==> src/rtl/mem_bist_master.sv <==
// Memory BIST traffic master: writes an LFSR pattern over the valid/ready bus,
// reads it back and checks every word, with per-request timeout protection.
module mem_bist_master #(
  parameter int unsigned      ADDR_WIDTH = 5,
  parameter int unsigned      WIDTH      = 8,
  parameter int unsigned      NUM_TXN    = 32,
  parameter logic [WIDTH-1:0] SEED       = WIDTH'(8'h01),
  parameter logic [WIDTH-1:0] TAPS       = WIDTH'(8'hB8),
  parameter int unsigned      TIMEOUT    = 16
) (
  input  logic                  clk,
  input  logic                  rst,
  input  logic                  start,
  output logic                  wr_rd,
  output logic [ADDR_WIDTH-1:0] addr,
  output logic [WIDTH-1:0]      wdata,
  output logic                  valid,
  input  logic                  ready,
  input  logic [WIDTH-1:0]      rdata,
  output logic                  busy,
  output logic                  done,
  output logic                  pass,
  output logic [ADDR_WIDTH:0]   err_cnt,
  output logic [ADDR_WIDTH-1:0] first_err_addr,
  output logic                  timeout_err
);

  localparam int unsigned      CW       = ADDR_WIDTH + 1;
  localparam int unsigned      TW       = $clog2(TIMEOUT + 1);
  localparam logic [WIDTH-1:0] SEED_EFF = (SEED == '0) ? WIDTH'(1) : SEED;
  localparam logic [ADDR_WIDTH-1:0] LAST_IDX = ADDR_WIDTH'(NUM_TXN - 1);

  typedef enum logic [2:0] {
    S_IDLE,
    S_WR_REQ,
    S_WR_GAP,
    S_RD_REQ,
    S_RD_GAP
  } state_t;

  state_t                r_state;
  logic [ADDR_WIDTH-1:0] r_idx;
  logic [WIDTH-1:0]      r_lfsr;
  logic [TW-1:0]         r_tmo_cnt;

  logic [WIDTH-1:0]      w_lfsr_next;
  logic [ADDR_WIDTH-1:0] w_idx_next;
  logic                  w_last;
  logic                  w_mismatch;
  logic                  w_tmo_hit;
  logic [CW-1:0]         w_err_inc;

  assign w_lfsr_next = (r_lfsr >> 1) ^ (r_lfsr[0] ? TAPS : '0);
  assign w_idx_next  = r_idx + ADDR_WIDTH'(1);
  assign w_last      = (r_idx == LAST_IDX);
  assign w_mismatch  = (rdata != r_lfsr);
  assign w_tmo_hit   = (r_tmo_cnt == TW'(TIMEOUT - 1));
  assign w_err_inc   = (err_cnt == '1) ? err_cnt : err_cnt + CW'(1);

  // Single-process FSM; every output is a register.
  always_ff @(posedge clk or posedge rst) begin
    if (rst) begin
      r_state        <= S_IDLE;
      r_idx          <= '0;
      r_lfsr         <= '0;
      r_tmo_cnt      <= '0;
      wr_rd          <= 1'b0;
      addr           <= '0;
      wdata          <= '0;
      valid          <= 1'b0;
      busy           <= 1'b0;
      done           <= 1'b0;
      pass           <= 1'b0;
      err_cnt        <= '0;
      first_err_addr <= '0;
      timeout_err    <= 1'b0;
    end else begin
      done <= 1'b0;
      case (r_state)
        S_IDLE: begin
          if (start) begin
            err_cnt        <= '0;
            first_err_addr <= '0;
            timeout_err    <= 1'b0;
            pass           <= 1'b0;
            r_lfsr         <= SEED_EFF;
            r_idx          <= '0;
            r_tmo_cnt      <= '0;
            busy           <= 1'b1;
            valid          <= 1'b1;
            wr_rd          <= 1'b1;
            addr           <= '0;
            wdata          <= SEED_EFF;
            r_state        <= S_WR_REQ;
          end
        end

        S_WR_REQ: begin
          if (ready) begin
            valid   <= 1'b0;
            wr_rd   <= 1'b0;
            addr    <= '0;
            wdata   <= '0;
            r_state <= S_WR_GAP;
          end else if (w_tmo_hit) begin
            timeout_err <= 1'b1;
            valid       <= 1'b0;
            wr_rd       <= 1'b0;
            addr        <= '0;
            wdata       <= '0;
            busy        <= 1'b0;
            done        <= 1'b1;
            pass        <= 1'b0;
            r_state     <= S_IDLE;
          end else begin
            r_tmo_cnt <= r_tmo_cnt + TW'(1);
          end
        end

        S_WR_GAP: begin
          r_tmo_cnt <= '0;
          valid     <= 1'b1;
          if (w_last) begin
            r_lfsr  <= SEED_EFF;
            r_idx   <= '0;
            wr_rd   <= 1'b0;
            addr    <= '0;
            wdata   <= '0;
            r_state <= S_RD_REQ;
          end else begin
            r_lfsr  <= w_lfsr_next;
            r_idx   <= w_idx_next;
            wr_rd   <= 1'b1;
            addr    <= w_idx_next;
            wdata   <= w_lfsr_next;
            r_state <= S_WR_REQ;
          end
        end

        S_RD_REQ: begin
          if (ready) begin
            if (w_mismatch) begin
              err_cnt <= w_err_inc;
              if (err_cnt == '0) first_err_addr <= r_idx;
            end
            valid <= 1'b0;
            wr_rd <= 1'b0;
            addr  <= '0;
            wdata <= '0;
            if (w_last) begin
              busy    <= 1'b0;
              done    <= 1'b1;
              pass    <= (err_cnt == '0) && !w_mismatch;
              r_state <= S_IDLE;
            end else begin
              r_state <= S_RD_GAP;
            end
          end else if (w_tmo_hit) begin
            timeout_err <= 1'b1;
            valid       <= 1'b0;
            wr_rd       <= 1'b0;
            addr        <= '0;
            wdata       <= '0;
            busy        <= 1'b0;
            done        <= 1'b1;
            pass        <= 1'b0;
            r_state     <= S_IDLE;
          end else begin
            r_tmo_cnt <= r_tmo_cnt + TW'(1);
          end
        end

        S_RD_GAP: begin
          r_tmo_cnt <= '0;
          r_lfsr    <= w_lfsr_next;
          r_idx     <= w_idx_next;
          valid     <= 1'b1;
          wr_rd     <= 1'b0;
          addr      <= w_idx_next;
          wdata     <= '0;
          r_state   <= S_RD_REQ;
        end

        default: r_state <= S_IDLE;
      endcase
    end
  end

endmodule

==> config.mk <==
export PLATFORM = sky130hd
export DESIGN_NAME = mem_bist_master
export DESIGN_NICKNAME = d
export VERILOG_FILES = /design/src/rtl/mem_bist_master.sv
export SDC_FILE = /design/constraint.sdc
export NUM_CORES = 1
export LEC_CHECK = 0
export ABC_AREA = 0
export BUFFER_PORTS_ARGS = -buffer_cell sky130_fd_sc_hd__buf_2
export CAP_MARGIN = 20
export CORE_ASPECT_RATIO = 1.75
export CORE_MARGIN = 2
export CORE_UTILIZATION = 55
export CTS_BUF_LIST = sky130_fd_sc_hd__clkbuf_8
export DETAILED_ROUTE_END_ITERATION = 10
export PLACE_DENSITY = 0.78
export SYNTH_ARGS = -nofsm -noshare
export SYNTH_HDL_FRONTEND = slang
export SYNTH_SLANG_ARGS = --single-unit
==> constraint.sdc <==
create_clock -name clk -period 4.4 [get_ports clk]
set_input_delay 0.66 -clock clk [delete_from_list [all_inputs] [get_ports clk]]
set_output_delay 0.66 -clock clk [all_outputs]
set_load 0.1 [all_outputs]
# Yosys cells after proc, flatten, opt, wreduce, memory -nomap -nowiden
# Cells that the tools add are included.
# Widths: inputs -> output; s select.
[word_totals]
register_bits = 51
latchBits = 0
ram_bits = 0
mem_bits_ro = 0
in_bits = 12
output_inout_bits = 30
wordCells = 115
mem_count = 0
[op_classes]
n_addsub = 3
multipliers = 0
n_div = 0
order_cmp = 0
eq_ne = 19
shifts = 0
n_mux = 58
bitwise = 1
reduce_logical = 20
[op_table]
columns = ["op", "n"]
rows = [
  ["$mux 8", 6],
  ["$mux 5", 9],
  ["$pmux 8 s4", 1],
  ["$pmux 5 s3", 2],
  ["$mux 6", 4],
  ["$pmux 8 s3", 1],
  ["$pmux 5 s4", 1],
  ["$mux 1", 19],
  ["$ne 2x2->1 const B", 8],
  ["$mux 3", 5],
  ["$pmux 3 s5", 1],
  ["$pmux 6 s2", 1],
  ["$reduce_and 4->1", 3],
  ["$add 5x1->5 const B", 2],
  ["$pmux 5 s2", 1],
  ["$reduce_and 5->1", 2],
  ["$pmux 1 s3", 3],
  ["$reduce_bool 3->1", 3],
  ["$ne 8x8->1", 1],
  ["$xor 7x8->8", 1],
  ["$add 6x1->6 const B", 1],
  ["$eq 3x2->1 const B", 2],
  ["$eq 6x6->1 const B", 1],
  ["$logic_not 6->1", 1],
  ["18 further kinds", 22],
]

# Logic depth before layout (Yosys ltp)
# Gate-level depths: netlist of the first run.
[depth]
ltp_word = 6
mapped_depth = 8
mapped_depth_nobuf = 8

# Least setup slack after synthesis of the first run
# OpenSTA, ideal clock, no wires.
[synth_timing]
path_kind = "register to register"
from = "reg err_cnt[1]"
to = "reg err_cnt[3]"
setup_ns = 0.094
arrival_time_ns = 1.907
required_ns = 4.306
slack_ns = 2.400
path_stages_with_launch = 7
n_path_buf = 0
period_less_slack_ns = 2.000
cell_sequence = "dfrtp_1 ha_1 nand2_1 o21ai_2 a21oi_4 nand4_1 mux2i_1"
[synth_via]
elab_chain_cells = 5
word_cells_on_any_way = 8
classes_between = "add/sub (1); eq/ne (2); mux (4); reduce/logical (1)"
[synth_rtl]
columns = ["element", "line", "source"]
rows = [
  ["start, declared", "23", "output logic [ADDR_WIDTH:0] err_cnt,"],
  ["start signal, assigned", "143", "err_cnt <= w_err_inc;"],
  ["$add 6x1->6", "58", "assign w_err_inc = (err_cnt == '1) ? err_cnt : err_cnt + CW'(1);"],
  ["$mux 6", "58", ""],
  ["$mux 6", "142", "if (w_mismatch) begin"],
  ["$mux 6", "141", "if (ready) begin"],
  ["$pmux 6 s2", "79", "case (r_state)"],
]
# Several ways; a longest one is shown, not always the timed one. The select of a mux whose other input is x is not followed.
# A chain may end at the register's enable or synchronous reset.

# Worst setup path in the final report of the first run
[layout_timing]
from = "reg r_idx[0]"
to = "reg r_lfsr[5]"
[layout_via]
elab_chain_cells = 3
[layout_rtl]
columns = ["element", "line", "source"]
rows = [
  ["start, declared", "42", "logic [ADDR_WIDTH-1:0] r_idx;"],
  ["start signal, assigned", "132", "r_idx <= w_idx_next;"],
  ["start signal, assigned", "176", "r_idx <= w_idx_next;"],
  ["$eq 5x5->1", "55", "assign w_last = (r_idx == LAST_IDX);"],
  ["$mux 8", "123", "if (w_last) begin"],
  ["$pmux 8 s3", "79", ""],
  ["end signal, assigned", "131", "r_lfsr <= w_lfsr_next;"],
  ["end signal, assigned", "175", "r_lfsr <= w_lfsr_next;"],
  ["end, declared", "43", "logic [WIDTH-1:0] r_lfsr;"],
]
# No other way between the ends.

==> metrics.md, run 1 <==
| Metric | Value |
|---|---|
| Worst-margin pin slew | `0.694 ns` |
| Reg2reg start | `r_idx[0]` |
| Async SR Flop Fraction | `100%` |
| Clock transition at path regs | `0.10 ns` |
| IO Count | `42` |
| # DRC | `0` |
| Mapped Area | `0.00256 mm2` |
| Peak Freq | `between 400 and 500 MHz` |
| Port Buffers | `41` |
| Post-placement cell count | `~320` |
| Mapped Nets | `253` |
| CTS tree | `yes` |
| Die width | `55.5 um` |
| Cell internal pwr | `0.000997 W` |
| P&R area growth vs syn | `12.3%` |
| Clock Skew | `0.00714 ns` |
| Share of layout cells above drive strength 1 | `between 20% and 30%` |
| Post-route cell area | `~0.0029 mm2` |
| Met1 GRT Util | `25.2%` |
| Root Driver | `clkbuf_8` |
| FF-to-FF path depth | `7` |
| Maximum clock path buffer count | `2` |
| CP max stage cell | `dfrtp_1` |
| Vias in the first global route | `1835` |
| Grt peak-use layer | `met2` |
| Leak Pwr | `1.47 nW` |
| Crit-path max cell delay | `0.44 ns` |
| Placed instance area | `between 0.002 and 0.003 mm2` |
| Via Count | `1859` |
| Global-route wire length before repair | `approximately 8600 um` |
| Starting Density | `a little under three fifths` |
| Max-cap violation count | `0` |
| Antenna violation net count after detailed routing | `0` |
| Register area share after synthesis | `about 50%` |
| Setup ws final | `2.23 ns` |
| Core area | `0.00444 mm2` |
| Die Y-Extent | `94.2 um` |
| Htree depth | `2` |
| Detailed Routing Iterations Pass 1 | `4` |
| Register bit total from synthesis | `between 50 and 60` |
| Yosys warns | `0` |
| Post-Layout Cell Count | `between 300 and 400` |
| Die area | `0.00523 mm2` |
| Initial antenna violation count | `0` |
| Worst slack at placement | `2.28 ns` |
| RSZ-0062 raised after global routing | `false` |
| Post-CTS setup buffers | `0` |
| DRT Wirelength | `slightly above 5000 um` |
| Commonest non-fill, non-tap cell in the layout | `dfrtp_1` |
| Final hold viol count | `0` |
| Slew Limit Headroom | `53.5%` |
| Met3 Use GR | `3.72%` |
| Most frequent cells in the layout | `51 x dfrtp_1, 41 x buf_2, 31 x nand2_1, 17 x a22o_1, 15 x xor2_1` |
| EDFF count, synth | `0` |
| DRT iter0 DRCs | `28` |
| Peak supply drop | `0.491 mV` |
| Clock latency on the worst-skew pair | `0.31 ns` |
| Yosys cell types | `52` |
| Grt ovf | `0` |
| TNS Setup | `0 ns` |
| Avg Inst Size Synth | `approximately 11 um2` |
| Placement row count | `32` |
| Clock Sink Count | `51` |
| Worst Path Required | `4.65 ns` |
| Final Setup Violations | `0` |
| Startpoint Class | `register` |
| Critical path peak fanout | `10` |
| R2r setup slk | `2.23 ns` |
| Clock power frac | `12.7%` |
| HPWL Detailed | `3610 um` |
| Logic pwr share | `50.9%` |
| M2 GR Usage | `37.6%` |
| Largest net degree at the start of global routing | `52` |
| Total GRT Usage | `a little over a fifth` |
| Global placer's final weighted congestion | `0.755` |
| Pwr per Cell Area | `roughly 750 mW/mm2` |
| Max-slew violation count | `0` |
| Critical path capture point type | `register` |
| Min Tclk post-route | `approximately 2.2 ns` |
| Net Switching | `0.00116 W` |
| HP Class | `input port to async pin` |
| Ant. Diodes | `0` |
| Cell Chain, Critical Path | `ha_1 -> and3_1 -> ha_1 -> nand2b_1 -> mux2i_1 -> and2_1 -> a22o_2` |
| Switching Share | `53.7%` |
| RR Endpoint | `r_lfsr[5]` |
| Ys flop type | `dfrtp_1` |
| Gates resized, CTS repair | `0` |
| Arrival @ worst endpoint | `around 2.4 ns` |
| Layout Nets | `291` |
| Hold buffer count at CTS | `0` |
| CTS Buf Count | `5` |
| Vias/cell | `~5.7` |
| Most used cell, CP | `ha_1` |
| Status | `finished clean` |
| Tot Pwr | `0.00216 W` |
| Fin crit share | `49.4%` |
| Kind of critical path | `register to register` |
| Sequential share of power | `36.4%` |
| Fill count | `356` |
| Drt wl/cell | `~16 um` |
| Cells after Synth | `approximately 230` |
-- synthesized netlist by cell type (2+ instances only) --
library cell	instances	area (um2)
nor2_1	10	37.5
xor2_1	15	131
a22o_1	17	149
and2_1	3	18.8
inv_1	8	30.0
o21ai_0	11	55.1
a21o_1	3	22.5
nor2b_1	2	12.5
nor4_4	2	42.5
o41ai_1	2	17.5
nor3b_1	2	15.0
a21oi_1	5	25.0
a21boi_0	2	15.0
nand2_1	31	116
mux2i_1	6	60.1
o31ai_1	3	22.5
nand2b_1	3	18.8
nand3_1	3	15.0
a211oi_1	2	15.0
nand4_1	3	18.8
mux2_2	4	45.0
and3_1	3	18.8
dfrtp_1	51	1280
buf_2	8	40.0
nand2_2	2	12.5
ha_1	7	87.6
-- metal layers --
metal	vias up	wire, um
met5	-	0
met4	0	103
met2	38	2680
li1	905	-
met3	8	159
met1	908	2170
-- sequential cells by signal, summed over array words and instances, names as in the netlist --
signal	count
addr	5
busy	1
done	1
err_cnt	6
first_err_addr	5
pass	1
r_idx	5
r_lfsr	8
r_state	3
r_tmo_cnt	5
timeout_err	1
valid	1
wdata	8
wr_rd	1
-- worst max-delay path: cells and delay by family, from the launching register on --
family	cells	cell delay [ns]
AO/OA/AOI/OAI	1	0.21
AND/OR/NAND/NOR	3	0.77
adder cells (fa/ha/maj)	2	0.51
flip-flops	1	0.44
multiplexers	1	0.18
-- per-stage QoR --
| stage | hold slack (ns) | utilization [%] |
|---|---|---|
| 4_1_cts | 0.483 | 64.2 |
| 2_1_floorplan | 0.481 | - |
| 6_report | 0.350 | 64.6 |
| 3_3_place_gp | 0.456 | 62.2 |
| 5_1_grt | 0.371 | 64.6 |
| 3_5_place_dp | 0.460 | 62.2 |
-- logic make-up (layout without fill, tap and decap cells) --
logic type               count (synthesis)  in the layout  synth area share, %
AO/OA/AOI/OAI                           56             56                 17.0
XOR/XNOR                                16             16                 5.48
adder cells (fa/ha/maj)                  7              7                 3.42
flip-flops                              51             51                 49.9
multiplexers                            10             10                 4.11
buffers and inverters                   20             59                 3.77
AND/OR/NAND/NOR                         74             74                 16.3
-- worst max-delay path by stage --
| stage | cells after the start | endpoint | from |
|---|---|---|---|
| after floorplan | 6 | err_cnt[3] | err_cnt[1] |
| after global placement | 4 | r_idx[2] | r_state[2] |
| after detailed placement | 7 | r_lfsr[5] | r_idx[0] |
| after CTS | 7 | r_lfsr[5] | r_idx[0] |
| after global routing | 7 | r_lfsr[5] | r_idx[0] |
| final | 7 | r_lfsr[5] | r_idx[0] |
-- power by group through the flow --
| stage | sequential, W | clock, W | combinational (W) |
|---|---|---|---|
| 6_report | 0.000784 | 0.000274 | 0.00110 |
| 5_1_grt | 0.000807 | 0.000294 | 0.00117 |
| 4_1_cts | 0.000783 | 0.000278 | 0.00110 |
| 3_5_place_dp | 0.000788 | 0 | 0.00110 |
| 3_3_place_gp | 0.000786 | 0 | 0.00108 |
| 2_1_floorplan | 0.00117 | 0 | 0.000536 |
-- cell type report --
class	count	area [um2]	share of cell area (%)
Sequential cell	51	1280	44.4
Multi-Input combinational cell	163	1180	41.3
Timing Repair Buffer	42	225	7.84
Clock buffer	5	68.8	2.40
Tap cell	51	63.8	2.22
Inverter	9	33.8	1.18
Clock inverter	3	18.8	0.654
No activity file was read; power rests on OpenSTA's default activity.
==> run 2, diff against run 1 <==
--- a/config.mk
+++ b/config.mk
@@ -10,10 +10,10 @@
 export CAP_MARGIN = 20
 export CORE_ASPECT_RATIO = 1.75
 export CORE_MARGIN = 2
-export CORE_UTILIZATION = 55
+export CORE_UTILIZATION = 52
 export CTS_BUF_LIST = sky130_fd_sc_hd__clkbuf_8
 export DETAILED_ROUTE_END_ITERATION = 10
-export PLACE_DENSITY = 0.78
+export PLACE_DENSITY = 0.77
 export SYNTH_ARGS = -nofsm -noshare
 export SYNTH_HDL_FRONTEND = slang
 export SYNTH_SLANG_ARGS = --single-unit
==> constraint.sdc (replaced) <==
create_clock -name clk -period 1.8 [get_ports clk]
set_input_delay 0.27 -clock clk [delete_from_list [all_inputs] [get_ports clk]]
set_output_delay 0.27 -clock clk [all_outputs]
set_load 0.1 [all_outputs]
==> run 2 against run 1 <==
Against the previous run: the run now ends with setup timing left; final cell count is 9.6% higher; utilization is 5.6 points higher; global-route usage is 0.31 points higher; via count is 8.8% higher; worst setup slack worse by 2.3 ns; maximum frequency is 16% higher; cell area is 15% higher; sequential power is 130% higher; clock power grew to 3.1 times the previous value.
==> metrics.md, run 2 (synthesis gave the netlist of run 1 again) <==
| Metric | Value |
|---|---|
| Final hold viol count | `0` |
| Core area | `~0.0047 mm2` |
| Status | `complete, but fails checks` |
| HP Class | `input port to register` |
| DRT iter0 DRCs | `60` |
| Leak Pwr | `1.65 nW` |
| P&R area growth vs syn | `29.2%` |
| Critical path peak fanout | `5` |
| Clock Sink Count | `51` |
| Starting Density | `54.3%` |
| Worst hold slack | `0.360 ns` |
| Critical path capture point type | `register` |
| Via Count | `roughly 2000` |
| Max-slew violation count | `0` |
| RSZ-0062 raised after global routing | `true` |
| Startpoint Class | `register` |
| Port Buffers | `just over 40` |
| Global-route wire length before repair | `about 9400 um` |
| Peak supply drop | `roughly 1.4 mV` |
| TNS Setup | `-0.177 ns` |
| Post-route cell area | `0.00330 mm2` |
| Fill count | `around 370` |
| Htree depth | `2` |
| Peak Freq | `536 MHz` |
| Die width | `57.0 um` |
| Grt ovf | `0` |
| Clock Skew | `0.00813 ns` |
| Drt wl/cell | `about 17 um` |
| Most frequent cells in the layout | `45 x dfrtp_1, 41 x buf_2, 30 x nand2_1, 25 x buf_4, 17 x a22o_1` |
| Vias/cell | `between 5 and 6` |
| IO Count | `between 40 and 50` |
| Arrival @ worst endpoint | `2.07 ns` |
| Detailed Routing Iterations Pass 1 | `4` |
| Largest net degree at the start of global routing | `30` |
| Commonest non-fill, non-tap cell in the layout | `dfrtp_1` |
| Kind of critical path | `register to register` |
| Slew Limit Headroom | `62.7%` |
| Fin crit share | `104%` |
| Setup ws final | `-0.0674 ns` |
| Antenna violation net count after detailed routing | `0` |
| Clock latency on the worst-skew pair | `0.32 ns` |
| Maximum clock path buffer count | `2` |
| Placement row count | `33` |
| # DRC | `0` |
| Worst-margin pin slew | `0.555 ns` |
| CTS Buf Count | `5` |
| Die Y-Extent | `~97 um` |
| Worst Path Required | `2.01 ns` |
| Failing checks | `setup timing` |
| Pwr per Cell Area | `1860 mW/mm2` |
| Root Driver | `clkbuf_8` |
| Max-cap violation count | `0` |
| Total GRT Usage | `21.5%` |
| Largest regs | `r_lfsr x8, wdata x8, err_cnt x6` |
| Final Setup Violations | `4` |
| Vias in the first global route | `1990` |
| Clock transition at path regs | `0.09 ns` |
| Layout Nets | `321` |
| DRT Wirelength | `5920 um` |
| Global placer's final weighted congestion | `0.832` |
| Ant. Diodes | `0` |
| Share of layout cells above drive strength 1 | `39.6%` |
| CTS tree | `yes` |
| Placed instance area | `0.00303 mm2` |
| Worst slack at placement | `-0.143 ns` |
| Post-placement cell count | `341` |
| Post-Layout Cell Count | `355` |
| Die area | `0.00552 mm2` |
| Min Tclk post-route | `around 1.9 ns` |
| HPWL Detailed | `4020 um` |
| Initial antenna violation count | `0` |
-- run 2: cell count changes in the layout (fill, tap and decap cells not counted), sizes merged --
cell,previous run,this run
buf,42,70
clkbuf,5,7
clkinv,2,0
bufinv,0,1
dlygate4sd3,0,1
-- run 2: layout make-up --
class                           count  area, um2  share of cell area (%)
Clock buffer                        6       82.6                    2.50
Clock inverter                      2       38.8                    1.17
Inverter                            9       33.8                    1.02
Multi-Input combinational cell    163       1300                    39.4
Sequential cell                    51       1280                    38.8
Tap cell                           52       65.1                    1.97
Timing Repair Buffer               72        499                    15.1
-- run 2: critical path: stages, from the launching register on --
cell      delay (ns)
dfrtp_1         0.39
ha_2            0.19
and3_4          0.19
ha_4            0.16
o21a_1          0.19
a211oi_4        0.20
buf_6           0.16
mux2_4          0.29
-- run 2: per-layer routing --
layer | part of all wire (%) | GRT usage (%) | vias up
met5 | 0 | 0 | -
li1 | - | - | 968
met1 | 41 | 26.8 | 1015
met4 | 2.1 | 8.05 | 0
met3 | 2.8 | 3.48 | 9
met2 | 54 | 36.8 | 31
-- run 2: path summary, 6_finish.rpt --
| check | from | end | slack, ns | cells after the start |
|---|---|---|---|---|
| min in group asynchronous | rst | addr[2] | 0.52 | 3 |
| hold reg to reg | addr[0] | addr[0] | 0.48 | 2 |
| max in group asynchronous | rst | r_tmo_cnt[0] | 0.75 | 4 |
| setup / recovery | r_tmo_cnt[1] | r_tmo_cnt[0] | -0.07 | 7 |
| setup reg to reg | r_tmo_cnt[1] | r_tmo_cnt[0] | -0.07 | 7 |
| hold / removal | ready | timeout_err | 0.36 | 4 |
-- run 2: timing repair --
item	CTS	global route
endpoints found under the setup margin	25	40
pin swaps	3	4
cloned	0	1
resized for setup	9	11
hold buffers	1	0
hold endpoints to repair	14	0
setup buffers	2	2
-- run 2: metrics by stage --
stage	power, W	util (%)
after global placement	0.00497	64.5
after detailed placement	0.00503	64.5
after floorplan	0.00420	-
after global routing	0.00645	70.2
after CTS	0.00596	68.3
final	0.00615	70.2
-- run 2: where the power goes --
part | switching, W | leakage [nW] | internal [W]
clock | 0.000400 | 0.0618 | 0.000457
combinational | 0.00233 | 0.919 | 0.00115
sequential | 0.000331 | 0.671 | 0.00148
total | 0.00306 | 1.65 | 0.00309
==> run 3, diff against run 2 <==
--- a/config.mk
+++ b/config.mk
@@ -14,6 +14,7 @@
 export CTS_BUF_LIST = sky130_fd_sc_hd__clkbuf_8
 export DETAILED_ROUTE_END_ITERATION = 10
 export PLACE_DENSITY = 0.77
+export RECOVER_POWER = 100
 export SYNTH_ARGS = -nofsm -noshare
 export SYNTH_HDL_FRONTEND = slang
 export SYNTH_SLANG_ARGS = --single-unit
==> run 3 against run 2 <==
Against the previous run: the run still ends with setup timing left; clock skew barely moved; sequential power hardly changed; clock-buffer cell count is the same; non-clock buffer count unchanged; final cell count unchanged; clock power about the same; via count grew 0.15%; critical endpoint unchanged; combinational power down 1%; cell area down 1.1%; worst setup slack improved by 0.0022 ns; utilization is 0.74 points lower.
==> metrics.md, run 3 (synthesis gave the netlist of run 1 again) <==
| Metric | Value |
|---|---|
| Kind of critical path | `register to register` |
| Initial antenna violation count | `0` |
| Post-route cell area | `0.00327 mm2` |
| Cell Chain, Critical Path | `ha_2 -> and3_4 -> ha_4 -> o21a_1 -> a211oi_4 -> buf_6 -> mux2_4` |
| Arrival @ worst endpoint | `a little over 2 ns` |
| Worst slack at placement | `-0.143 ns` |
| Max-cap violation count | `0` |
| Clock Skew | `0.00811 ns` |
| Starting Density | `54.3%` |
| Reg2reg start | `r_tmo_cnt[1]` |
| Die width | `57.0 um` |
| Met1 GRT Util | `26.8%` |
| Fin crit share | `104%` |
| Critical path buffer and inverter count | `1` |
| Placed instance area | `0.00303 mm2` |
| Worst-margin pin slew | `between 0.8 and 0.9 ns` |
| Critical Path Source | `r_tmo_cnt[1]` |
| WP depth | `7` |
| Core area | `0.00471 mm2` |
| Final hold viol count | `0` |
| Met3 Use GR | `3.48%` |
| Slew Limit Headroom | `43.3%` |
| Via Count | `just over 2000` |
| Clock Sink Count | `51` |
| Total GRT Usage | `21.5%` |
| Setup crit end | `r_tmo_cnt[0]` |
| Largest regs | `r_lfsr x8, wdata x8, err_cnt x6` |
| Max-slew violation count | `0` |
| Crit path max-delay family | `flip-flops` |
| Maximum clock path buffer count | `2` |
| Leak Pwr | `1.63 nW` |
| Vias/cell | `~5.7` |
| Die area | `approximately 0.0055 mm2` |
| DRT iter0 DRCs | `59` |
| IO Count | `42` |
| Vias in the first global route | `1990` |
| Most frequent cells in the layout | `45 x dfrtp_1, 30 x nand2_1, 30 x clkbuf_2, 26 x buf_4, 17 x a22o_1` |
| M2 GR Usage | `between 30% and 40%` |
| Status | `complete, but fails checks` |
| Detailed Routing Iterations Pass 1 | `4` |
| CP max stage cell | `dfrtp_1` |
| Global-route wire length before repair | `9380 um` |
| FF-to-FF path depth | `7` |
| Peak Freq | `536 MHz` |
| R2r setup slk | `-0.07 ns` |
| Critical path peak fanout | `5` |
| Setup ws final | `-0.0652 ns` |
| Startpoint Class | `register` |
| Critical path capture point type | `register` |
| Drt wl/cell | `16.6 um` |
| # DRC | `0` |
| Port Buffers | `41` |
| Placement row count | `33` |
| Commonest non-fill, non-tap cell in the layout | `dfrtp_1` |
| Peak supply drop | `1.40 mV` |
| Tot Pwr | `0.00611 W` |
| Largest net degree at the start of global routing | `30` |
| Antenna violation net count after detailed routing | `0` |
| Core Util, Final | `69.5%` |
| CTS Buf Count | `5` |
| Pwr per Cell Area | `between 1500 and 2000 mW/mm2` |
| Htree depth | `2` |
| RSZ-0062 raised after global routing | `true` |
| P&R area growth vs syn | `27.8%` |
| Clock latency on the worst-skew pair | `roughly 0.32 ns` |
| Grt ovf | `0` |
| RR Endpoint | `r_tmo_cnt[0]` |
| Final Setup Violations | `8` |
| CTS tree | `yes` |
| DRT Wirelength | `5900 um` |
| Global placer's final weighted congestion | `0.832` |
| Failing checks | `setup timing` |
| Share of layout cells above drive strength 1 | `38.6%` |
| HP Class | `input port to register` |
| HPWL Detailed | `4020 um` |
| Worst Path Required | `2.01 ns` |
| Grt peak-use layer | `met2` |
| Clock transition at path regs | `0.09 ns` |
| Ant. Diodes | `0` |
| Layout Nets | `321` |
| Root Driver | `clkbuf_8` |
| Min Tclk post-route | `1.87 ns` |
| Die Y-Extent | `96.8 um` |
| Crit-path max cell delay | `0.39 ns` |
-- run 3: changes by cell type in the layout (fill, tap and decap cells not counted), sizes merged --
| cell | change |
|---|---|
| clkbuf | +30 |
| buf | -30 |
-- run 3: worst reg2reg max path: stages, from the launching register on --
cell	delay, ns
dfrtp_1	0.39
ha_2	0.19
and3_4	0.19
ha_4	0.16
o21a_1	0.19
a211oi_4	0.20
buf_6	0.16
mux2_4	0.29
-- run 3: power by group --
part | leakage (nW) | internal, W | total, W | switching [W]
clock | 0.0618 | 0.000457 | 0.000859 | 0.000401
combinational | 0.893 | 0.00112 | 0.00343 | 0.00231
sequential | 0.671 | 0.00148 | 0.00182 | 0.000334
-- run 3: worst min path at each step --
stage                 start           end  cells after the start
2_1_floorplan  r_tmo_cnt[4]  r_tmo_cnt[4]                      1
3_3_place_gp            rst       addr[0]                      2
3_5_place_dp            rst       addr[2]                      2
4_1_cts               ready   timeout_err                      4
5_1_grt               ready   timeout_err                      4
6_report              ready   timeout_err                      4
-- run 3: stage by stage --
step / setup TNS [ns] / hold slack, ns / cells
final: -0.207 / 0.355 / 355
after global routing: -2.78 / 0.420 / 355
after CTS: -0.190 / 0.363 / 352
after detailed placement: -0.665 / 0.337 / 341
after global placement: -0.200 / 0.327 / 341
after floorplan: -0.247 / 0.482 / 234
-- run 3: final cells by class --
type	instances	area [um2]
Clock buffer	6	82.6
Clock inverter	2	38.8
Fill cell	372	1440
Inverter	9	33.8
Multi-Input combinational cell	163	1280
Sequential cell	51	1280
Tap cell	52	65.1
Timing Repair Buffer	72	487
-- run 3: layer usage --
metal	share of wire, %	up-vias
met2	54	42
met4	2.2	0
met1	40	1009
met3	3.0	11
li1	-	964
met5	0	-
-- run 3: timing repair --
item                                   CTS  global route
pin swaps                                3             4
endpoints found under the hold margin   14             0
setup endpoints to repair               25            40
buffers inserted                         2             2
resized for setup                        9            11
hold buffers                             1             0
gates cloned                             0             1
